--- src/rtl/timer_device_pkg.sv ---
// Shared definitions for the memory-mapped countdown timer: register offsets,
// CTRL bit positions, mode codes and FSM state encoding.
package timer_device_pkg;

  localparam logic [1:0] OFF_CTRL   = 2'd0;
  localparam logic [1:0] OFF_PRESET = 2'd1;
  localparam logic [1:0] OFF_COUNT  = 2'd2;

  localparam int BIT_EN      = 0;
  localparam int BIT_MODE_LO = 1;
  localparam int BIT_MODE_HI = 2;
  localparam int BIT_IM      = 3;

  localparam logic [1:0] MODE_ONESHOT = 2'b00;
  localparam logic [1:0] MODE_RELOAD  = 2'b01;

  typedef enum logic [1:0] {
    ST_IDLE = 2'd0,
    ST_LOAD = 2'd1,
    ST_CNT  = 2'd2,
    ST_INT  = 2'd3
  } state_t;

  // Modes 10 and 11 fall back to one-shot behaviour.
  function automatic logic is_reload(input logic [3:0] ctrl);
    return ctrl[BIT_MODE_HI:BIT_MODE_LO] == MODE_RELOAD;
  endfunction

endpackage

--- src/rtl/timer_device.sv ---
// Countdown timer responder for one timer slot of the bridge: CTRL/PRESET/COUNT
// registers, a four-state count FSM and a level interrupt.
module timer_device
  import timer_device_pkg::*;
#(
  parameter logic [31:0] CTRL_RESET   = 32'h0,
  parameter logic [31:0] PRESET_RESET = 32'h0
) (
  input  logic        clk,
  input  logic        reset_n,
  input  logic [31:2] ADDR,
  input  logic [31:0] DIN,
  input  logic        WE,
  output logic [31:0] DOUT,
  output logic        IRQ
);

  logic [3:0]  ctrl_reg;
  logic [31:0] preset_reg;
  logic [31:0] count_reg;
  logic        irq_flag_reg;
  state_t      state_reg;

  // Upper address bits are decoded by the bridge.
  logic unused_addr;
  assign unused_addr = ^ADDR[31:4];

  always_ff @(posedge clk or negedge reset_n) begin
    if (!reset_n) begin
      ctrl_reg     <= CTRL_RESET[3:0];
      preset_reg   <= PRESET_RESET;
      count_reg    <= 32'd0;
      irq_flag_reg <= 1'b0;
      state_reg    <= ST_IDLE;
    end else begin
      case (state_reg)
        ST_IDLE: begin
          if (ctrl_reg[BIT_EN]) state_reg <= ST_LOAD;
        end
        ST_LOAD: begin
          count_reg <= preset_reg;
          state_reg <= ST_CNT;
        end
        ST_CNT: begin
          if (!ctrl_reg[BIT_EN]) begin
            state_reg <= ST_IDLE;
          end else if (count_reg > 32'd1) begin
            count_reg <= count_reg - 32'd1;
          end else begin
            count_reg    <= 32'd0;
            irq_flag_reg <= 1'b1;
            state_reg    <= ST_INT;
          end
        end
        ST_INT: begin
          state_reg <= ST_IDLE;
          if (is_reload(ctrl_reg)) irq_flag_reg <= 1'b0;
          else                     ctrl_reg[BIT_EN] <= 1'b0;
        end
        default: state_reg <= ST_IDLE;
      endcase

      // CPU writes come last so they win over any same-edge FSM update.
      if (WE) begin
        case (ADDR[3:2])
          OFF_CTRL: begin
            ctrl_reg     <= DIN[3:0];
            irq_flag_reg <= 1'b0;
          end
          OFF_PRESET: preset_reg <= DIN;
          default: ;
        endcase
      end
    end
  end

  always_comb begin
    DOUT = 32'd0;
    case (ADDR[3:2])
      OFF_CTRL:   DOUT = {28'd0, ctrl_reg};
      OFF_PRESET: DOUT = preset_reg;
      OFF_COUNT:  DOUT = count_reg;
      default:    DOUT = 32'd0;
    endcase
  end

  assign IRQ = irq_flag_reg & ctrl_reg[BIT_IM];

endmodule
--- config.mk ---
export PLATFORM = sky130hd
export DESIGN_NAME = timer_device
export DESIGN_NICKNAME = d
export VERILOG_FILES = /design/src/rtl/timer_device_pkg.sv /design/src/rtl/timer_device.sv
export SDC_FILE = /design/constraint.sdc
export NUM_CORES = 1
export LEC_CHECK = 0
export BUFFER_PORTS_ARGS = -buffer_cell sky130_fd_sc_hd__buf_4
export CORE_MARGIN = 2
export CORE_UTILIZATION = 58
export CTS_CLUSTER_DIAMETER = 60
export CTS_CLUSTER_SIZE = 16
export DETAILED_ROUTE_END_ITERATION = 8
export PLACE_DENSITY = 0.93
export SETUP_SLACK_MARGIN = 0.1
export SYNTH_ARGS = -nofsm -noshare
export SYNTH_HDL_FRONTEND = slang
export SYNTH_SLANG_ARGS = --single-unit
--- constraint.sdc ---
create_clock -name clk -period 5 [get_ports clk]
set_input_delay 0.75 -clock clk [delete_from_list [all_inputs] [get_ports clk]]
set_output_delay 0.75 -clock clk [all_outputs]
set_load 0.05 [all_outputs]
# --- Word level (Yosys, flattened, before mapping) ---
# Index checks and enable logic that the tools add are counted.
classes:
  addsub: 1
  magnitude_cmp: 1
  n_eq_ne: 9
  mux: 18
  n_bitwise: 1
  n_reduce_logical: 7
op_table:
  columns: ["operator", "n"]
  rows:
  - ["32-bit case mux with 3 select lines", 1]
  - ["32-bit 2-to-1 mux", 2]
  - ["32-bit case mux with 2 select lines", 1]
  - ["32-bit by 1-bit greater-than comparator with 1-bit output, second input constant", 1]
  - ["32-bit by 1-bit subtractor with 32-bit output, second input constant", 1]
  - ["1-bit 2-to-1 mux", 9]
  - ["2-bit case mux with 4 select lines", 1]
  - ["2-bit AND reduction", 4]
  - ["2-bit by 1-bit == test with 1-bit output, second input constant", 3]
  - ["2-bit == test, second input constant", 3]
  - ["2-bit 2-to-1 mux", 3]
  - ["2-bit logical NOT", 2]
  - ["2-bit != test, second input constant", 2]
  - ["3-bit != test, second input constant", 1]
  - ["1-bit case mux with 2 select lines", 1]
  - ["2-bit nonzero test", 1]
  - ["1-bit AND", 1]
word_totals:
  regBits: 71
  in_bits: 65
  output_inout_bits: 33
  word_cells: 43

# --- Logic depth before layout (Yosys ltp) ---
logic_depth:
  word_depth: 6
  ltp_mapped: 10
  ltp_nobuf: 8

# --- Worst setup path before layout ---
# No wires, ideal clock.
synth_timing:
  kind: "input to output"
  from: "input ADDR[3] in the netlist's numbering"
  to: "output DOUT[10]"
  arrival_time_ns: 2.216
  required_time_ns: 4.250
  setup_slack_ns: 2.034
  path_stages: 5
  n_path_buf: 3
  path_cell_list: "clkbuf_1 nor2b_1 clkbuf_1 clkbuf_1 a22o_1"
synth_between:
  elab_chain_len: 2
  elab_cells_between_ends: 4
  classes_between: "2 x eq/ne; 1 x mux; 1 x reduce/logical"
synth_rtl:
  columns: ["item", "line", "text"]
  rows:
  - ["from (decl)", "timer_device.sv:11", "input logic [31:2] ADDR,"]
  - ["2-bit == test (tied with other cells)", "timer_device.sv:79", "case (ADDR[3:2])"]
  - ["32-bit case mux with 3 select lines (*)", "timer_device.sv:79", null]
  - ["to (decl)", "timer_device.sv:14", "output logic [31:0] DOUT,"]
# Mark *: on every way between the ends. The rest lies on a longest branch, timed or not.

# --- Worst setup path after layout ---
layout_timing:
  from: "register count_reg[18]"
  to: "register count_reg[16]"
layout_between:
  elab_chain_len: 4
layout_rtl:
  columns: ["item", "line", "text"]
  rows:
  - ["from (decl)", "timer_device.sv:20", "logic [31:0] count_reg;"]
  - ["from (signal assigned)", "timer_device.sv:41", "count_reg <= preset_reg;"]
  - ["from (signal assigned)", "timer_device.sv:48", "count_reg <= count_reg - 32'd1;"]
  - ["32-bit by 1-bit greater-than comparator with 1-bit output", "timer_device.sv:47", "end else if (count_reg > 32'd1) begin"]
  - ["32-bit 2-to-1 mux", "timer_device.sv:47", null]
  - ["32-bit 2-to-1 mux", "timer_device.sv:45", "if (!ctrl_reg[BIT_EN]) begin"]
  - ["32-bit case mux with 2 select lines", "timer_device.sv:36", "case (state_reg)"]
# No other way between the ends. The select of a mux whose other input is x is not followed.
# A chain may end at the register's enable or synchronous reset.

==> impl_metrics.tcl <==
set metrics [dict create \
    antenna_cells 0 \
    drt_wl_total_um 10300 \
    first_pass_iters 5 \
    synth_top_family_by_area "compound AO/OA/AOI/OAI gates" \
    fill_cells 497 \
    synth_cell_type_count 52 \
    synth-xor-area-share_pct 0 \
    clkLatencyLatePin_ns 0.36 \
    holdBufCountCts 0 \
    drc_errors 0 \
    vias_per_cell 6.71 \
    synth_simple_gate_area_share_pct 17.4 \
    finish.net_count 533 \
    cts_buffer_depth 2 \
    io_pins 98 \
    antenna_found_initial 0 \
    crit_type "reg -> reg" \
    core_region_area_um2 6720 \
    start_util_pct 59.1 \
    grt_usage_pct 28.6 \
    multi_input_comb_area_um2 2040 \
    avgRoutedWirePerCell_um 18.8 \
    clkTransAtPathRegs_ns 0.08 \
    grt_pass1_wl_um 16800 \
    htreeDepth 3 \
    syn_avg_cell_area_um2 9.65 \
    synth_cells 412 \
    cts_root_buffer "clkbuf_8" \
    synth_fa_ha_area_share_pct 0.630 \
    setup_violations 0 \
    hold_path.class "in -> async" \
    cts_resized 0 \
    cts_sinks 71 \
    cts_setup_buffers 0 \
    arrival_ns 3.61 \
    regArea_um2 1780 \
    ant_nets 0 \
    slew_headroom_pct 12.1 \
    required_ns 5.25 \
    synth_compound_area_share_pct 22.3 \
    final_cell_mix "buf_4, dfrtp_1, nand2_1" \
    grt_max_degree 72 \
    drt_iter0_drc 358 \
    layout-drive-gt1-share_pct 27.3 \
    cts_tree "done" \
    syn_nets 479 \
    start_kind "flop" \
    syn_to_final_growth_pct 17.5 \
    rrSetupSlack_ns 1.64 \
    fin_worst_skew_ns 0.00814 \
    vias 3683 \
    synth_edf_count 0 \
    gp_congestion 0.930 \
    synthMuxAreaShare_pct 10.9 \
    die_x_um 86.8 \
    synthArstFlopShare_pct 100 \
    io_buffers 69 \
    worst_pin_slew_ns 1.31 \
    max_cap_viol_count 0 \
    p_leak_nw 2.02 \
    layout_commonest_cell "buf_4" \
    status "completed" \
    synth_ff_type "dfrtp_1" \
    dieHeight_um 86.8 \
    fin_crit_sh_pct 67.3 \
    num_rows 30 \
    path_max_fanout 23 \
    hold_viol_final 0 \
    cts_inserted_buffers 9 \
    slew_viol_final 0 \
    rsz0062_at_grt "no" \
    grt_overflow 0 \
    hpwl_um 6680 \
    setup_tns_ns 0 \
    die-area_um2 7530 \
    clock.fmax_ghz 0.297 \
    vdd_drop_max_uv 253 \
    ys_warn_count 0 \
    first_global_vias 3500 \
    min_period_ns 3.36 \
    syn_area_um2 3970 \
    cp-end-kind "flop" \
    synth-seq-cells 71 \
    powerDensity_nw_per_um2 547 \
    timing.hold.ws_ns 0.501 \
    yosysSeqAreaShare_pct 44.7 \
]
## cell usage after synthesis, drive strengths merged, types with 2 or more instances
library cell	count	share of area [%]
o41ai	3	0.66
nand4	2	0.31
o211ai	4	0.76
inv	8	0.76
a22oi	7	1.3
nand2	43	4.3
mux2	35	9.9
nand2b	4	0.63
nor2	29	2.7
o22ai	2	0.31
o21ai	28	3.5
nor2b	5	0.79
or3	6	0.94
and3	2	0.31
and2	2	0.32
nand3	19	2.4
o221ai	5	1.1
a221o	4	1.0
nor3	13	1.6
ha	2	0.63
o31ai	2	0.72
nor4	6	1.1
o2bb2ai	2	0.44
or2	2	0.31
or4	8	1.5
clkbuf	21	2.0
buf	10	1.3
o311ai	5	1.1
a211oi	2	0.38
mux2i	4	1.0
a32oi	3	0.66
a21oi	12	1.5
a31oi	2	0.31
a22o	30	6.6
dfrtp	71	45
## final cells by class
class | instances | area share (%)
Multi-Input combinational cell | 302 | 43.8
Clock inverter | 1 | 0.107
Tap cell | 80 | 2.14
Inverter | 8 | 0.643
Sequential cell | 71 | 38.0
Clock buffer | 13 | 3.40
Timing Repair Buffer | 74 | 11.9
## path summary, 6_finish.rpt
path,endpoint,cells past startpoint,start
setup / recovery,count_reg[16],6,count_reg[18]
hold / removal,preset_reg[6],1,reset_n
setup reg to reg,count_reg[16],6,count_reg[18]
hold reg to reg,count_reg[16],2,preset_reg[16]
max in group asynchronous,count_reg[2],1,reset_n
min in group clk,count_reg[16],2,preset_reg[16]
## cell families after synthesis
logic type               Yosys count
AO/OA/AOI/OAI                    119
adder cells (fa/ha/maj)            2
buffers and inverters             39
flip-flops                        71
multiplexers                      39
AND/OR/NAND/NOR                  142
## critical path, stage by stage, from the launching register on
cell	delay, ns
dfrtp_1	0.45
or4_1	0.58
or4_1	0.64
o31ai_4	0.88
nor2_1	0.33
a32oi_1	0.29
nand2_1	0.07
## layer usage
metal | track usage (%) | vias up | share of wire (%)
li1 | - | 1659 | -
met1 | 36.1 | 1740 | 38
met2 | 46.0 | 242 | 49
met3 | 6.57 | 42 | 9.2
met4 | 14.9 | 0 | 3.4
met5 | 0 | - | 0
## stage by stage
| stage | setup WS, ns | instances | power [mW] | cell area, µm² | utilization (%) |
|---|---|---|---|---|---|
| after global placement | 1.76 | 535 | 2.06 | 4510 | 67.1 |
| final | 1.64 | 549 | 2.55 | 4670 | 69.5 |
| after global routing | 1.48 | 549 | 2.71 | 4670 | 69.5 |
| after CTS | 1.70 | 549 | 2.53 | 4670 | 69.5 |
| after floorplan | 2.03 | 412 | 1.80 | 3970 | - |
| after detailed placement | 1.72 | 535 | 2.11 | 4510 | 67.1 |
## where the power goes
group          leakage [nW]  switching [mW]  total (mW)  internal [mW]
Combinational          1.07           0.683        1.11          0.429
Clock                0.0854           0.211       0.412          0.201
Sequential            0.865           0.271        1.03          0.759
Note: power is estimated with default switching activity, not from simulation.
